===== src/rtl/rv_pkg.sv =====
// Shared definitions for the register-file write side: datapath width,
// register index width and the load funct3 encodings.
package rv_pkg;

  localparam int XLEN   = 64;
  localparam int REG_AW = 5;

  typedef logic [REG_AW-1:0] reg_idx_t;

  localparam logic [2:0] F3_LB  = 3'b000;
  localparam logic [2:0] F3_LH  = 3'b001;
  localparam logic [2:0] F3_LW  = 3'b010;
  localparam logic [2:0] F3_LD  = 3'b011;
  localparam logic [2:0] F3_LBU = 3'b100;
  localparam logic [2:0] F3_LHU = 3'b101;
  localparam logic [2:0] F3_LWU = 3'b110;

endpackage


===== src/rtl/wb_result_queue.sv =====
// Small FIFO of long-latency results. Each entry carries a live bit so a
// younger pipeline write can cancel it in place (WAW) without reordering.
// Dead entries still occupy a slot and are popped normally.
module wb_result_queue
  import rv_pkg::*;
#(
  parameter int QDEPTH = 2
) (
  input  logic            clk,
  input  logic            reset,
  input  logic            push,
  input  reg_idx_t        push_rd,
  input  logic [XLEN-1:0] push_data,
  input  logic            push_live,
  input  logic            pop,
  input  logic            kill_en,
  input  reg_idx_t        kill_rd,
  input  reg_idx_t        q_rs1,
  input  reg_idx_t        q_rs2,
  output logic            q_hit1,
  output logic            q_hit2,
  output logic            head_live,
  output reg_idx_t        head_rd,
  output logic [XLEN-1:0] head_data,
  output logic            empty,
  output logic            full
);

  localparam int AW = $clog2(QDEPTH);

  logic [AW:0]     head_r;
  logic [AW:0]     tail_r;
  reg_idx_t        rd_r   [QDEPTH];
  logic [XLEN-1:0] data_r [QDEPTH];
  logic [QDEPTH-1:0] live_r;
  logic            hit1_s;
  logic            hit2_s;

  logic [AW-1:0] head_idx_s;
  logic [AW-1:0] tail_idx_s;

  assign head_idx_s = head_r[AW-1:0];
  assign tail_idx_s = tail_r[AW-1:0];

  // Extra pointer bit separates full (MSBs differ) from empty (all equal).
  assign empty = (head_r == tail_r);
  assign full  = (head_r[AW] != tail_r[AW]) && (head_idx_s == tail_idx_s);

  assign head_live = live_r[head_idx_s];
  assign head_rd   = rd_r[head_idx_s];
  assign head_data = data_r[head_idx_s];

  // Storage, pointers and live bits; kill first, then pop, then push.
  always_ff @(posedge clk or negedge reset) begin
    if (!reset) begin
      head_r <= '0;
      tail_r <= '0;
      live_r <= '0;
      for (int i = 0; i < QDEPTH; i++) begin
        rd_r[i]   <= '0;
        data_r[i] <= '0;
      end
    end else begin
      for (int i = 0; i < QDEPTH; i++) begin
        if (kill_en && live_r[i] && (rd_r[i] == kill_rd)) begin
          live_r[i] <= 1'b0;
        end
      end
      if (pop) begin
        // Freed slots are always dead so the hit scan needs no occupancy mask.
        live_r[head_idx_s] <= 1'b0;
        head_r <= head_r + {{AW{1'b0}}, 1'b1};
      end
      if (push) begin
        rd_r[tail_idx_s]   <= push_rd;
        data_r[tail_idx_s] <= push_data;
        live_r[tail_idx_s] <= push_live;
        tail_r <= tail_r + {{AW{1'b0}}, 1'b1};
      end
    end
  end

  // Hazard query: any live entry targeting a nonzero query register.
  always_comb begin
    hit1_s = 1'b0;
    hit2_s = 1'b0;
    for (int i = 0; i < QDEPTH; i++) begin
      if (live_r[i] && (rd_r[i] == q_rs1) && (q_rs1 != 5'd0)) begin
        hit1_s = 1'b1;
      end else begin
        hit1_s = hit1_s;
      end
      if (live_r[i] && (rd_r[i] == q_rs2) && (q_rs2 != 5'd0)) begin
        hit2_s = 1'b1;
      end else begin
        hit2_s = hit2_s;
      end
    end
  end

  assign q_hit1 = hit1_s;
  assign q_hit2 = hit2_s;

endmodule


===== src/rtl/regfile_write_port.sv =====
// Single write port of the register file. Pipeline writebacks (with load
// extension) always win; long-latency results wait in a small queue and
// drain in idle pipeline cycles.
module regfile_write_port
  import rv_pkg::*;
#(
  parameter int QDEPTH = 2
) (
  input  logic            clk,
  input  logic            reset,
  input  logic            wb_valid,
  input  logic            wb_regwrite,
  input  logic            wb_mem_to_reg,
  input  reg_idx_t        wb_rd,
  input  logic [XLEN-1:0] wb_alu_result,
  input  logic [XLEN-1:0] wb_mem_data,
  input  logic [2:0]      wb_funct3,
  input  logic            lu_valid,
  output logic            lu_ready,
  input  reg_idx_t        lu_rd,
  input  logic [XLEN-1:0] lu_data,
  input  reg_idx_t        q_rs1,
  input  reg_idx_t        q_rs2,
  output logic            q_hit1,
  output logic            q_hit2,
  output logic            RegWrite,
  output reg_idx_t        RD,
  output logic [XLEN-1:0] WriteData
);

  // Select the addressed lane (offset aligned down to access size) and extend.
  function automatic logic [XLEN-1:0] load_extend(input logic [XLEN-1:0] dw,
                                                  input logic [2:0] addr,
                                                  input logic [2:0] f3);
    logic [5:0]      bitoff;
    logic [XLEN-1:0] sh;
    logic [XLEN-1:0] res;
    case (f3)
      F3_LB, F3_LBU: bitoff = {addr, 3'b000};
      F3_LH, F3_LHU: bitoff = {addr[2:1], 1'b0, 3'b000};
      F3_LW, F3_LWU: bitoff = {addr[2], 2'b00, 3'b000};
      default:       bitoff = 6'd0;
    endcase
    sh = dw >> bitoff;
    case (f3)
      F3_LB:   res = {{(XLEN-8){sh[7]}}, sh[7:0]};
      F3_LH:   res = {{(XLEN-16){sh[15]}}, sh[15:0]};
      F3_LW:   res = {{(XLEN-32){sh[31]}}, sh[31:0]};
      F3_LBU:  res = {{(XLEN-8){1'b0}}, sh[7:0]};
      F3_LHU:  res = {{(XLEN-16){1'b0}}, sh[15:0]};
      F3_LWU:  res = {{(XLEN-32){1'b0}}, sh[31:0]};
      default: res = sh;  // LD and the unused 111 encoding
    endcase
    return res;
  endfunction

  logic            started_r;
  logic            regwrite_r;
  reg_idx_t        rd_r;
  logic [XLEN-1:0] wdata_r;

  logic            pipe_wr_s;
  logic [XLEN-1:0] wb_data_s;
  logic            pop_s;
  logic            push_s;
  logic            push_live_s;
  logic            lu_ready_s;
  logic            q_empty_s;
  logic            q_full_s;
  logic            head_live_s;
  reg_idx_t        head_rd_s;
  logic [XLEN-1:0] head_data_s;
  logic            regwrite_nxt_s;
  reg_idx_t        rd_nxt_s;
  logic [XLEN-1:0] wdata_nxt_s;

  assign pipe_wr_s   = wb_valid & wb_regwrite & (wb_rd != 5'd0);
  assign wb_data_s   = wb_mem_to_reg ? load_extend(wb_mem_data, wb_alu_result[2:0], wb_funct3)
                                     : wb_alu_result;
  assign lu_ready_s  = started_r & ~q_full_s;
  assign pop_s       = ~pipe_wr_s & ~q_empty_s;
  // rd=0 handshakes complete but leave nothing behind.
  assign push_s      = lu_valid & lu_ready_s & (lu_rd != 5'd0);
  // Same-cycle pipeline write to the same rd is younger: enqueue dead.
  assign push_live_s = ~(pipe_wr_s & (wb_rd == lu_rd));

  wb_result_queue #(.QDEPTH(QDEPTH)) u_queue (
    .clk       (clk),
    .reset     (reset),
    .push      (push_s),
    .push_rd   (lu_rd),
    .push_data (lu_data),
    .push_live (push_live_s),
    .pop       (pop_s),
    .kill_en   (pipe_wr_s),
    .kill_rd   (wb_rd),
    .q_rs1     (q_rs1),
    .q_rs2     (q_rs2),
    .q_hit1    (q_hit1),
    .q_hit2    (q_hit2),
    .head_live (head_live_s),
    .head_rd   (head_rd_s),
    .head_data (head_data_s),
    .empty     (q_empty_s),
    .full      (q_full_s)
  );

  // Arbitration: pipeline first, then queue head (dead head pops silently).
  always_comb begin
    regwrite_nxt_s = 1'b0;
    rd_nxt_s       = rd_r;
    wdata_nxt_s    = wdata_r;
    if (pipe_wr_s) begin
      regwrite_nxt_s = 1'b1;
      rd_nxt_s       = wb_rd;
      wdata_nxt_s    = wb_data_s;
    end else if (pop_s && head_live_s) begin
      regwrite_nxt_s = 1'b1;
      rd_nxt_s       = head_rd_s;
      wdata_nxt_s    = head_data_s;
    end else begin
      regwrite_nxt_s = 1'b0;
    end
  end

  // Registered write port plus the post-reset ready enable.
  always_ff @(posedge clk or negedge reset) begin
    if (!reset) begin
      started_r  <= 1'b0;
      regwrite_r <= 1'b0;
      rd_r       <= '0;
      wdata_r    <= '0;
    end else begin
      started_r  <= 1'b1;
      regwrite_r <= regwrite_nxt_s;
      rd_r       <= rd_nxt_s;
      wdata_r    <= wdata_nxt_s;
    end
  end

  assign lu_ready  = lu_ready_s;
  assign RegWrite  = regwrite_r;
  assign RD        = rd_r;
  assign WriteData = wdata_r;

endmodule


===== config.mk =====
export PLATFORM = sky130hd
export DESIGN_NAME = regfile_write_port
export DESIGN_NICKNAME = d
export VERILOG_FILES = /design/src/rtl/rv_pkg.sv /design/src/rtl/wb_result_queue.sv /design/src/rtl/regfile_write_port.sv
export SDC_FILE = /design/constraint.sdc
export NUM_CORES = 1
export LEC_CHECK = 0
export CORE_UTILIZATION = 54
export CTS_BUF_LIST = sky130_fd_sc_hd__clkbuf_4
export CTS_CLUSTER_DIAMETER = 40
export DETAILED_ROUTE_END_ITERATION = 10
export DONT_BUFFER_PORTS = 1
export PLACE_DENSITY = 0.72
export REMOVE_ABC_BUFFERS = 1
export SLEW_MARGIN = 10
export SYNTH_ARGS = -nofsm -noshare
export SYNTH_HDL_FRONTEND = slang
export SYNTH_SLANG_ARGS = --single-unit
export TNS_END_PERCENT = 5

===== constraint.sdc =====
create_clock -name clk -period 2 [get_ports clk]
set_input_delay 0.5 -clock clk [delete_from_list [all_inputs] [get_ports clk]]
set_output_delay 0.5 -clock clk [all_outputs]
set_load 0.005 [all_outputs]

# --- After elaboration in Yosys (flattened, before gate mapping) ---
# Index checks and enable logic that the tools add are counted.
word_totals:
  rom_bits: 0
  latch_bits: 0
  word_cells: 113
  input_bits: 221
  ramBits: 0
  output_inout_bits: 73
  mem_count: 0
  reg_bits: 215
op_classes:
  reduce_logical: 26
  mul: 0
  n_addsub: 2
  magnitude_cmp: 7
  div_mod_pow: 0
  n_shift: 1
  mux: 36
  eq_ne: 15
  bitwise: 15
ops:
  columns: ["op", "n"]
  rows:
  - ["64-bit two-way mux", 7]
  - ["64-bit case mux with 6 select lines", 1]
  - ["128-bit bitwise mux", 1]
  - ["64-bit demux with 1-bit select", 1]
  - ["64-bit by 6-bit >> shifter with 64-bit output", 1]
  - ["5-bit == test", 7]
  - ["5-bit two-way mux", 6]
  - ["5-bit nonzero test", 4]
  - ["6-bit case mux with 3 select lines", 1]
  - ["1-bit logical AND", 17]
  - ["1-bit two-way mux", 12]
  - ["10-bit bitwise mux", 1]
  - ["3-bit == test (second input constant)", 3]
  - ["1-bit bitwise AND", 7]
  - ["2-bit OR reduction", 3]
  - ["5-bit demux with 1-bit select", 1]
  - ["2-bit by 1-bit adder with 2-bit output (second input constant)", 2]
  - ["2-bit greater-or-equal comparator (second input constant)", 2]
  - ["1-bit by 2-bit < comparator with 1-bit output (second input constant)", 2]
  - ["2-bit two-way mux", 2]
  - ["1-bit NOT", 4]
  - ["1-bit NOT with 2-bit output", 2]
  - ["3-bit by 1-bit == test with 1-bit output (second input constant)", 1]
  - ["3-bit by 2-bit == test with 1-bit output (second input constant)", 1]
  - ["other kinds (11)", 13]

# --- Logic depth before layout (Yosys ltp) ---
depth:
  word_depth: 9
  mapped_depth: 9

# --- Hierarchy ---
# A second synthesis with hierarchy kept.
hier_totals:
  cells_unflattened: 1150
  hier_area_um2: 12575.8
modules_own_cells:
  columns: ["mod", "area_each_um2", "instances", "cells_each"]
  rows:
  - ["wb_result_queue", 6635.1, 1, 442]
  - ["regfile_write_port", 5940.7, 1, 708]

# --- Worst setup path before layout ---
# OpenSTA, ideal clock, no wires.
synth_timing:
  path_kind: "in2reg"
  from: "in wb_funct3[1]"
  to: "reg wdata_r[37], in the netlist WriteData[37]"
  stages: 8
  arrival_ns: 2.221
  n_path_buf: 2
  slack_ns: -0.361
  t_required_ns: 1.860
  path_cell_list: "or3b_1 clkbuf_2 or3_4 a31oi_4 nor2_2 buf_2 a2111oi_0 o22ai_1"
synth_between:
  elab_chain_len: 7
synth_lines:
  columns: ["item", "line_no", "source"]
  rows:
  - ["start: declaration", "regfile_write_port.sv:17", "input logic [2:0] wb_funct3,"]
  - ["3-bit == test, or another cell as far along", "regfile_write_port.sv:38, regfile_write_port.sv:45", null]
  - ["2-bit OR reduction", "regfile_write_port.sv:38", "case (f3)"]
  - ["6-bit case mux with 3 select lines", "regfile_write_port.sv:38", null]
  - ["64-bit by 6-bit >> shifter with 64-bit output", "regfile_write_port.sv:44", "sh = dw >> bitoff;"]
  - ["64-bit case mux with 6 select lines (*)", "regfile_write_port.sv:45", "case (f3)"]
  - ["64-bit two-way mux (*)", "regfile_write_port.sv:78", "assign wb_data_s = wb_mem_to_reg ? load_extend(wb_mem_data, wb_alu_result[2:0], wb_funct3)"]
  - ["64-bit two-way mux (*)", "regfile_write_port.sv:113", "if (pipe_wr_s) begin"]
  - ["end signal: assignment", "regfile_write_port.sv:137", "wdata_r <= wdata_nxt_s;"]
  - ["end: declaration", "regfile_write_port.sv:60", "logic [XLEN-1:0] wdata_r;"]
# Mark *: on every way between the ends. The rest lies on a longest branch, timed or not.
# A chain may end at the register's enable or synchronous reset.

# --- Final worst setup path ---
layout_timing:
  from: "reg u_queue.rd_r[1] (netlist name)"
  to: "out q_hit1"
layout_between:
  elab_chain_len: 4
layout_lines:
  columns: ["item", "line_no", "source"]
  rows:
  - ["start: declaration", "wb_result_queue.sv:33", "reg_idx_t rd_r [QDEPTH];"]
  - ["start signal: indexed assignment", "wb_result_queue.sv:75", "rd_r[tail_idx_s] <= push_rd;"]
  - ["5-bit == test", "wb_result_queue.sv:88", "if (live_r[i] && (rd_r[i] == q_rs1) && (q_rs1 != 5'd0)) begin"]
  - ["1-bit logical AND (2 in a row)", "wb_result_queue.sv:88", null]
  - ["1-bit two-way mux", "wb_result_queue.sv:88", null]
  - ["end: declaration", "regfile_write_port.sv:24", "output logic q_hit1,"]
# Every way passes these cells.

==> reports/qor.csv <==
metric;value;unit
internal_power;13.6;mW
ff_latch_area;5400;um^2
ant_nets;0;
whs;-0.495;ns
seq_area_frac_synth;45.1;%
overflow;0;
grt_max_degree;216;
cts_tree;built;
max_freq;420;MHz
clkTransAtPathRegs;0.07;ns
slew_headroom;61.6;%
synth_edf_count;0;
placedCellCount;1399;
maxCapViolations;0;
cp_data_arrival_time;1.88;ns
synth_mux_area_share;24.0;%
setup_tns;-13.46;ns
dr.pass1.iters;6;
core;21800;um^2
cp-end-kind;primary output;
synth-async-reset-ratio;100;%
synth_top_family_by_area;multiplexers;
holdCritPathClass;in2async;
h-tree-depth;2;
postSynthAreaPerCell;10.5;um^2
comb_power_share;42.9;%
design.die.area;22700;um^2
drt-initial-drc-count;655;
synth-simple-area-share;10.3;%
path_max_fanout;3;
cts_buffers;57;
synth_compound_area_share;14.2;%
required;1.50;ns
syn2layout_area_growth;23.1;%
cts.path.max_buffers;3;
track_usage;33.7;%
crit_chain;xor2_1 -> nor4_2 -> nand3_1 -> a21oi_2;
rsz0062_at_grt;yes;
most-common-layout-cells;dfrtp_1 (205), mux2_2 (140), clkbuf_4 (86), dlygate4sd3_1 (83), nor2_1 (75);
p_per_area;1420;nW/um^2
max_stage_delay;0.45;ns
cts.hold.buffers_added;83;
clkSinkCount;215;
synth-xor-area-share;2.86;%
peakVddDrop;0.766;mV
post-route-period-util;119;%
drive_gt1_share;31.6;%
slowest_stage;dfrtp_2;
drc;0;
synth_fa_ha_area_share;0;%
switching_share;34.9;%
ys_types;56;
clock_latency;0.70;ns
setup_violations;162;
seq_power_share;39.3;%
period_needed;2.38;ns
die_w;151;um
start_util;54.9;%
skew;0.0614;ns
fillers;1620;
synth_seq_cells;215;
status;finished, violations left;
multiInputGateArea;6430;um^2
hold_viol;215;
worst_setup_path_start_kind;flop;
final_nets;1498;
cts-root-buf;clkbuf_4;
ys_warn_count;0;
antenna_found_initial;5;
violations;negative hold slack, negative setup slack;
ios;294;
vias;10000;
worst_pin_slew;0.575;ns
setup_ws;-0.378;ns
synth_area;11900;um^2
clkPwrFrac;17.7;%
p_switching;7.30;mW
leakage;6.28;nW
drv_slew;0;
io_buffers;0;
grt_pass1_vias;10200;
finalNonFillerCells;1601;
crit_type;reg2out;
dieHeight;151;um
final_common_cell;dfrtp_1;
synth_flop_cell;dfrtp_1;
hpwl;26000;um
fp-row-count;54;
wirelength;38900;um
wl_per_cell;24.3;um
viasPerCell;6.27;
synthCells;1141;
gp_congestion;0.906;
grt_pass1_wl;57600;um
power by group through the flow:
| stage | logic (mW) | clock network (mW) | registers (mW) |
|---|---|---|---|
| after floorplan | 5.33 | 0 | 7.90 |
| after global placement | 7.52 | 0 | 8.16 |
| after detailed placement | 7.71 | 0 | 8.25 |
| after CTS | 8.52 | 3.79 | 8.16 |
| after global routing | 9.71 | 4.02 | 8.45 |
| final | 8.97 | 3.71 | 8.22 |
Yosys cell counts, drive strengths merged (2+ instances only):
| library cell | count | area (um^2) |
|---|---|---|
| dfrtp | 215 | 5380 |
| mux2 | 178 | 2000 |
| a21oi | 78 | 390 |
| nor2 | 77 | 292 |
| o21ai | 75 | 375 |
| mux2i | 70 | 701 |
| clkbuf | 61 | 230 |
| nand2 | 57 | 214 |
| buf | 37 | 183 |
| nor3 | 36 | 180 |
| o22ai | 32 | 206 |
| xor2 | 26 | 228 |
| a22oi | 24 | 180 |
| nand3 | 21 | 105 |
| or3 | 19 | 124 |
| o211ai | 15 | 113 |
| a211oi | 14 | 105 |
| xnor2 | 13 | 114 |
| a31oi | 9 | 71.3 |
| a221oi | 8 | 70.1 |
| a2111oi | 7 | 61.3 |
| mux4 | 7 | 158 |
| nand2b | 7 | 43.8 |
| and3 | 6 | 37.5 |
| nor4 | 6 | 37.5 |
| and2 | 5 | 31.3 |
| nor2b | 4 | 25.0 |
| nor3b | 4 | 30.0 |
| inv | 3 | 11.3 |
| or2 | 3 | 18.8 |
| or4 | 3 | 22.5 |
| a211o | 2 | 17.5 |
| nand4 | 2 | 12.5 |
| o311ai | 2 | 17.5 |
critical path: cells and delay by family, from the launching register on:
kind / cells / cell delay, ns
xor gates and xnor gates: 1 / 0.16
and+or+nand+nor: 2 / 0.40
AOI/OAI and AO/OA: 1 / 0.17
DFF: 1 / 0.45
sequential cells by signal (all words and copies together), names as in the netlist:
register,count
u_queue.rd_r,10
started_r,1
WriteData,64
RegWrite,1
RD,5
u_queue.data_r,128
u_queue.tail_r,2
u_queue.live_r,2
u_queue.head_r,2
per-stage QoR:
stage          hold WS, ns  power, mW  util, %  cell area, um^2  worst slack [ns]
2_1_floorplan        0.204       13.2        -            11500             -5.25
3_3_place_gp         0.211       15.7     58.1            12600            -0.404
3_5_place_dp         0.211       16.0     58.1            12600            -0.469
4_1_cts             -0.536       20.5     66.4            14400            -0.453
5_1_grt             -0.526       22.2     67.5            14700            -0.469
6_report            -0.495       20.9     67.5            14700            -0.378
metal layers:
| layer | part of all wire [%] | vias to the layer above | global-route usage, % |
|---|---|---|---|
| li1 | - | 4514 | - |
| met2 | 47 | 487 | 53.6 |
| met5 | 0 | - | 0 |
| met1 | 38 | 4940 | 41.0 |
| met4 | 3.4 | 0 | 13.9 |
| met3 | 11 | 101 | 13.0 |
worst paths after layout:
| path | from | endpoint | slack [ns] | cells after the start |
|---|---|---|---|---|
| worst max-delay path | u_queue.rd_r[1]$_DFFE_PN0P_ | q_hit1 | -0.38 | 4 |
| worst min-delay path | reset | WriteData[22]$_DFFE_PN0P_ | -0.49 | 0 |
| worst max register to register | u_queue.head_r[0]$_DFFE_PN0P_ | u_queue.data_r[13]$_DFFE_PN0P_ | -0.17 | 7 |
| worst min register to register | u_queue.data_r[118]$_DFFE_PN0P_ | u_queue.data_r[118]$_DFFE_PN0P_ | 0.50 | 1 |
| max in group asynchronous | reset | u_queue.data_r[11]$_DFFE_PN0P_ | 2.24 | 0 |
| min in group clk | wb_mem_data[51] | WriteData[51]$_DFFE_PN0P_ | 0.04 | 2 |
area by class of cell:
type                       count  share of cell area [%]
antenna                        8                   0.136
clock buffer                  86                    4.40
clock inverter                 9                   0.247
inverter                       3                  0.0767
multi-input combinational    825                    43.8
sequential                   215                    36.7
tap                          280                    2.39
timing repair buffer         175                    12.2
logic make-up (layout without fill, tap and decap cells):
logic type,count (synthesis),after routing
multiplexers,255,255
buffers and inverters,101,273
AO/OA/AOI/OAI,276,276
flip-flops,215,215
XOR/XNOR,39,39
other,1,9
AND/OR/NAND/NOR,254,254
timing repair:
item | CTS | global route
gates cloned | 2 | 1
pin swaps | 23 | 10
hold endpoints to repair | 366 | 215
setup endpoints to repair | 192 | 209
setup buffers | 10 | 3
gates resized for setup | 62 | 37
(Power assumes the default switching activity.)
